File: src/rtl/chunked_serial_adder_pkg.sv
// Shared definitions for the chunked serial adder: FSM encoding and
// parameter legality check.
package chunked_serial_adder_pkg;

  typedef enum logic [1:0] {
    IDLE = 2'd0,
    RUN  = 2'd1,
    DONE = 2'd2
  } state_t;

  function automatic bit chunk_legal(input int width, input int chunk);
    return (chunk >= 1) && (chunk <= width) && ((width % chunk) == 0);
  endfunction

endpackage

File: src/rtl/chunked_serial_adder_rca_chunk.sv
// Combinational CHUNK-bit ripple-carry adder built from full adders.
// c_msb is the carry into the top bit, used for two's-complement overflow.
module rca_chunk
  import chunked_serial_adder_pkg::*;
#(
  parameter int CHUNK = 4
) (
  input  logic [CHUNK-1:0] a,
  input  logic [CHUNK-1:0] b,
  input  logic             ci,
  output logic [CHUNK-1:0] s,
  output logic             co,
  output logic             c_msb
);

  logic [CHUNK:0] c;

  assign c[0] = ci;

  for (genvar i = 0; i < CHUNK; i++) begin : g_fa
    assign s[i]   = a[i] ^ b[i] ^ c[i];
    assign c[i+1] = (a[i] & b[i]) | (c[i] & (a[i] ^ b[i]));
  end

  assign co    = c[CHUNK];
  assign c_msb = c[CHUNK-1];

endmodule

File: src/rtl/chunked_serial_adder.sv
// Multi-cycle adder/subtractor: processes CHUNK bits per clock through one
// shared rca_chunk, rippling the carry between chunks in a register.
//
// state | meaning
// IDLE  | waiting for start; results from the last operation held
// RUN   | one chunk added per cycle, idx_q selects the slice
// DONE  | single-cycle done pulse; a new start may chain straight into RUN
module chunked_serial_adder
  import chunked_serial_adder_pkg::*;
#(
  parameter int WIDTH = 16,
  parameter int CHUNK = 4
) (
  input  logic             clk,
  input  logic             rst,
  input  logic             start,
  input  logic             SUB,
  input  logic [WIDTH-1:0] A,
  input  logic [WIDTH-1:0] B,
  input  logic             CI,
  output logic             busy,
  output logic             done,
  output logic [WIDTH-1:0] S,
  output logic             CO,
  output logic             OV
);

  localparam int NCHUNK = WIDTH / CHUNK;
  localparam int IDXW   = (NCHUNK > 1) ? $clog2(NCHUNK) : 1;

  if (!chunk_legal(WIDTH, CHUNK)) begin : g_bad_params
    $error("chunked_serial_adder: WIDTH must be a positive multiple of CHUNK");
  end

  state_t           state_q;
  logic [WIDTH-1:0] a_q, b_q, s_q;
  logic             carry_q, busy_q, done_q, co_q, ov_q;
  logic [IDXW-1:0]  idx_q;

  logic [CHUNK-1:0] a_chunk, b_chunk, sum_chunk;
  logic             co_chunk, cmsb_chunk;
  logic             last_chunk;

  always_comb begin
    a_chunk    = a_q[int'(idx_q)*CHUNK +: CHUNK];
    b_chunk    = b_q[int'(idx_q)*CHUNK +: CHUNK];
    last_chunk = (idx_q == IDXW'(NCHUNK - 1));
  end

  rca_chunk #(.CHUNK(CHUNK)) u_rca (
    .a     (a_chunk),
    .b     (b_chunk),
    .ci    (carry_q),
    .s     (sum_chunk),
    .co    (co_chunk),
    .c_msb (cmsb_chunk)
  );

  always_ff @(posedge clk) begin
    if (rst) begin
      state_q <= IDLE;
      busy_q  <= 1'b0;
      done_q  <= 1'b0;
      s_q     <= '0;
      co_q    <= 1'b0;
      ov_q    <= 1'b0;
      a_q     <= '0;
      b_q     <= '0;
      carry_q <= 1'b0;
      idx_q   <= '0;
    end else begin
      done_q <= 1'b0;
      case (state_q)
        IDLE, DONE: begin
          // Subtraction becomes A + ~B + ~CI so the datapath only ever adds.
          if (start) begin
            a_q     <= A;
            b_q     <= SUB ? ~B : B;
            carry_q <= SUB ? ~CI : CI;
            idx_q   <= '0;
            s_q     <= '0;
            busy_q  <= 1'b1;
            state_q <= RUN;
          end else begin
            state_q <= IDLE;
          end
        end
        RUN: begin
          s_q[int'(idx_q)*CHUNK +: CHUNK] <= sum_chunk;
          carry_q <= co_chunk;
          idx_q   <= idx_q + IDXW'(1);
          if (last_chunk) begin
            co_q    <= co_chunk;
            ov_q    <= co_chunk ^ cmsb_chunk;
            busy_q  <= 1'b0;
            done_q  <= 1'b1;
            state_q <= DONE;
          end
        end
        default: state_q <= IDLE;
      endcase
    end
  end

  assign busy = busy_q;
  assign done = done_q;
  assign S    = s_q;
  assign CO   = co_q;
  assign OV   = ov_q;

endmodule

File: config.mk
export PLATFORM = sky130hd
export DESIGN_NAME = chunked_serial_adder
export DESIGN_NICKNAME = d
export VERILOG_FILES = /design/src/rtl/chunked_serial_adder_pkg.sv /design/src/rtl/chunked_serial_adder_rca_chunk.sv /design/src/rtl/chunked_serial_adder.sv
export SDC_FILE = /design/constraint.sdc
export NUM_CORES = 1
export LEC_CHECK = 0
export CORE_MARGIN = 5
export CORE_UTILIZATION = 52
export CTS_BUF_LIST = sky130_fd_sc_hd__clkbuf_4
export DETAILED_ROUTE_END_ITERATION = 8
export PLACE_DENSITY = 0.79
export SYNTH_ARGS = -nofsm -noshare
export SYNTH_HDL_FRONTEND = slang
export SYNTH_SLANG_ARGS = --single-unit
File: constraint.sdc
create_clock -name clk -period 3.4 [get_ports clk]
set_clock_uncertainty 0.2 [all_clocks]
set_input_delay 0.68 -clock clk [delete_from_list [all_inputs] [get_ports clk]]
set_output_delay 0.68 -clock clk [all_outputs]
set_load 0.005 [all_outputs]
==> results.py <==
metrics = {
    "outcome": {
        "outcome": "finished, final reports clean",
    },
    "finish": {
        "fin_cells": 391,
        "nFillCells": 421,
        "mostFrequentLayoutCells": "dfxtp_1, clkdlybuf4s50_1, nand2_1",
        "antenna_cells": 0,
        "drive_above_1_share": 0.1111,
        "nNetsFinal": 364,
        "final_common_cell": "dfxtp_1",
        "area_growth_pct": 25.59,
    },
    "critical_path": {
        "ff2ff_path_depth": 9,
        "worst_path_most_repeated_cell": "fa_1",
        "cp-end-kind": "flop",
        "cp.depth": 9,
        "crit_buf_inv": 3,
        "start_kind": "flop",
        "cp_slowest_cell": "mux4_2",
        "cp.arrival_ps": 3220,
        "crit_fanout": 10,
        "worstSetupPathType": "reg -> reg",
        "required_ps": 3500,
        "crit_family": "adder cells",
        "cp_cell_sequence": "buf_4 > mux4_2 > fa_1 > inv_1 > fa_1 > inv_1 > fa_1 > nor2b_1 > a22o_1",
        "critical-path-max-stage-delay_ps": 530,
    },
    "global_routing": {
        "overflow": 0,
        "antenna_found_initial": 0,
        "grt_use_total": 0.1853,
        "grt_max_degree": 51,
        "grt_pass1_wl_um": 9094,
        "grt_pass1_vias": 1926,
    },
    "timing": {
        "tightest_slew_ps": 867.9,
        "slew_headroom": 0.4196,
        "period_minus_slack_ps": 3117,
        "max_freq_mhz": 320.8,
        "rsz0062_at_grt": "no",
        "maxSlewViolCount": 0,
        "fin_crit_sh": 0.9168,
        "hold_viol": 0,
        "fin_setup_tns_ps": 0,
        "finalSetupViolations": 0,
    },
    "placement": {
        "io_buffers": 56,
        "gp_congestion": 0.8500,
        "dp_hpwl_um": 4261,
        "dp.cells": 375,
    },
    "logic_synthesis": {
        "yosys.cell_types.count": 34,
        "ys_seq_elements": 57,
        "postSynth.asyncResetShare": 0,
        "syn_inst": 265,
        "yosysWarnings": 0,
        "synth_area_um2": 2630,
        "synth_edf_count": 0,
        "avgSynthCellArea_um2": 9.925,
        "synth_nets": 310,
        "yosysSeqAreaShare": 0.4339,
        "ys.flop_type": "dfxtp_1",
    },
    "cts": {
        "clkTransAtPathRegs_ps": 90,
        "h-tree-depth": 3,
        "cts.path.max_buffers": 2,
        "cts_tree": "built",
        "clock_latency_ps": 400,
        "cts.sinks": 57,
        "numCtsBuffers": 9,
        "cts_resized": 0,
        "ctsHoldBuffers": 0,
        "cts_setup_buffers": 0,
        "clockRootBuffer": "clkbuf_4",
    },
    "power": {
        "p_leak_nw": 1.198,
        "peakVddDrop_uv": 227.0,
        "powerDensity_nw_per_um2": 419.0,
    },
    "worst_hold_path": {
        "hp-class": "reg -> reg",
        "holdPathStages": 2,
    },
    "route": {
        "firstDrtPassIters": 4,
        "drt_iter0_drc": 115,
        "antenna_left": 0,
        "via_per_inst": 5.220,
        "vias": 2041,
        "routedWlPerCell_um": 14.12,
        "wirelength_um": 5520,
        "drc": 0,
    },
    "die": {
        "core_area_um2": 4817,
        "initial_utilization": 0.5460,
        "dieArea_um2": 6580,
        "rows": 25,
        "die_width_um": 81.12,
        "io_pins": 57,
        "dieHeight_um": 81.12,
    },
    "run": {
        "maxCapViolCount": 0,
    },
}
power breakdown:
part	internal (W)	total [W]	leakage (nW)	switching [W]
Sequential	0.000704	0.000728	0.467	0.0000245
Combinational	0.000126	0.000247	0.668	0.000121
Clock	0.000169	0.000409	0.0624	0.000240
layer usage:
metal,global-route usage,share of wire,wire [µm],up-vias
li1,-,-,-,1029
met3,0.06098,0.054,298,7
met4,0.06588,0.012,65,0
met2,0.3194,0.52,2847,53
met1,0.2145,0.42,2308,952
met5,0,0,0,-
state kept, by name, summed over array words and instances (netlist names):
signal,flops
CO,1
carry_q,1
b_q,16
idx_q,2
S,16
a_q,16
OV,1
state_q,2
busy,1
done,1
cell families after synthesis:
family / synth area share
compound gates: 0.1541
xor+xnor: 0.05994
flops: 0.4339
mux: 0.08183
simple gates: 0.1627
fa+ha+maj: 0.04948
buf+inv: 0.05804
synthesized netlist by cell type (2+ instances only):
library cell	count	share of area
dfxtp_1	57	0.43
nand2_1	36	0.051
nor2_1	25	0.036
a21oi_1	24	0.046
xnor2_1	18	0.060
a211oi_1	17	0.049
a22o_1	12	0.040
buf_2	11	0.021
inv_1	10	0.014
mux4_2	7	0.060
nand3_1	6	0.011
buf_4	5	0.014
fa_1	4	0.030
ha_1	4	0.019
nor2b_1	3	0.0071
a211oi_4	2	0.015
buf_6	2	0.0086
mux2i_1	2	0.0076
nand2b_1	2	0.0048
nand4_1	2	0.0048
nor3b_2	2	0.0095
or4_1	2	0.0057
cell type report:
class / count / area, µm² / area share
clock buffers: 12 / 90.09 / 0.02727
inverters: 10 / 37.54 / 0.01136
multi-input cells: 180 / 1338 / 0.4049
repair buffers: 61 / 593.1 / 0.1795
clock inverters: 4 / 20.02 / 0.006061
flip-flops and latches: 57 / 1141 / 0.3455
well taps: 67 / 83.83 / 0.02538
per-stage QoR:
stage | setup WS [ps] | area [µm²] | utilization | hold slack [ps] | power [W]
after floorplan | 243.8 | 2630 | - | 231.5 | 0.0009067
after global placement | 373.2 | 3193 | 0.6629 | 244.7 | 0.0009856
after detailed placement | 276.7 | 3193 | 0.6629 | 250.3 | 0.0009931
after CTS | 276.7 | 3303 | 0.6857 | 263.1 | 0.001394
after global routing | 113.6 | 3303 | 0.6857 | 288.2 | 0.001457
final | 283.0 | 3303 | 0.6857 | 263.4 | 0.001384
path summary, 6_finish.rpt:
path,slack (ps),end,from
setup reg to reg,280,S[11],idx_q[0]
setup / recovery,280,S[11],idx_q[0]
hold reg to reg,260,a_q[15],a_q[15]
hold / removal,260,a_q[15],a_q[15]
worst register-to-register path, cell delays in order (launching register included):
cell and delay, ps:
dfxtp_1 420, buf_4 220, mux4_2 530, fa_1 430
inv_1 80, fa_1 200, inv_1 70, fa_1 460
nor2b_1 170, a22o_1 230
Note: power is estimated with default switching activity, not from simulation.
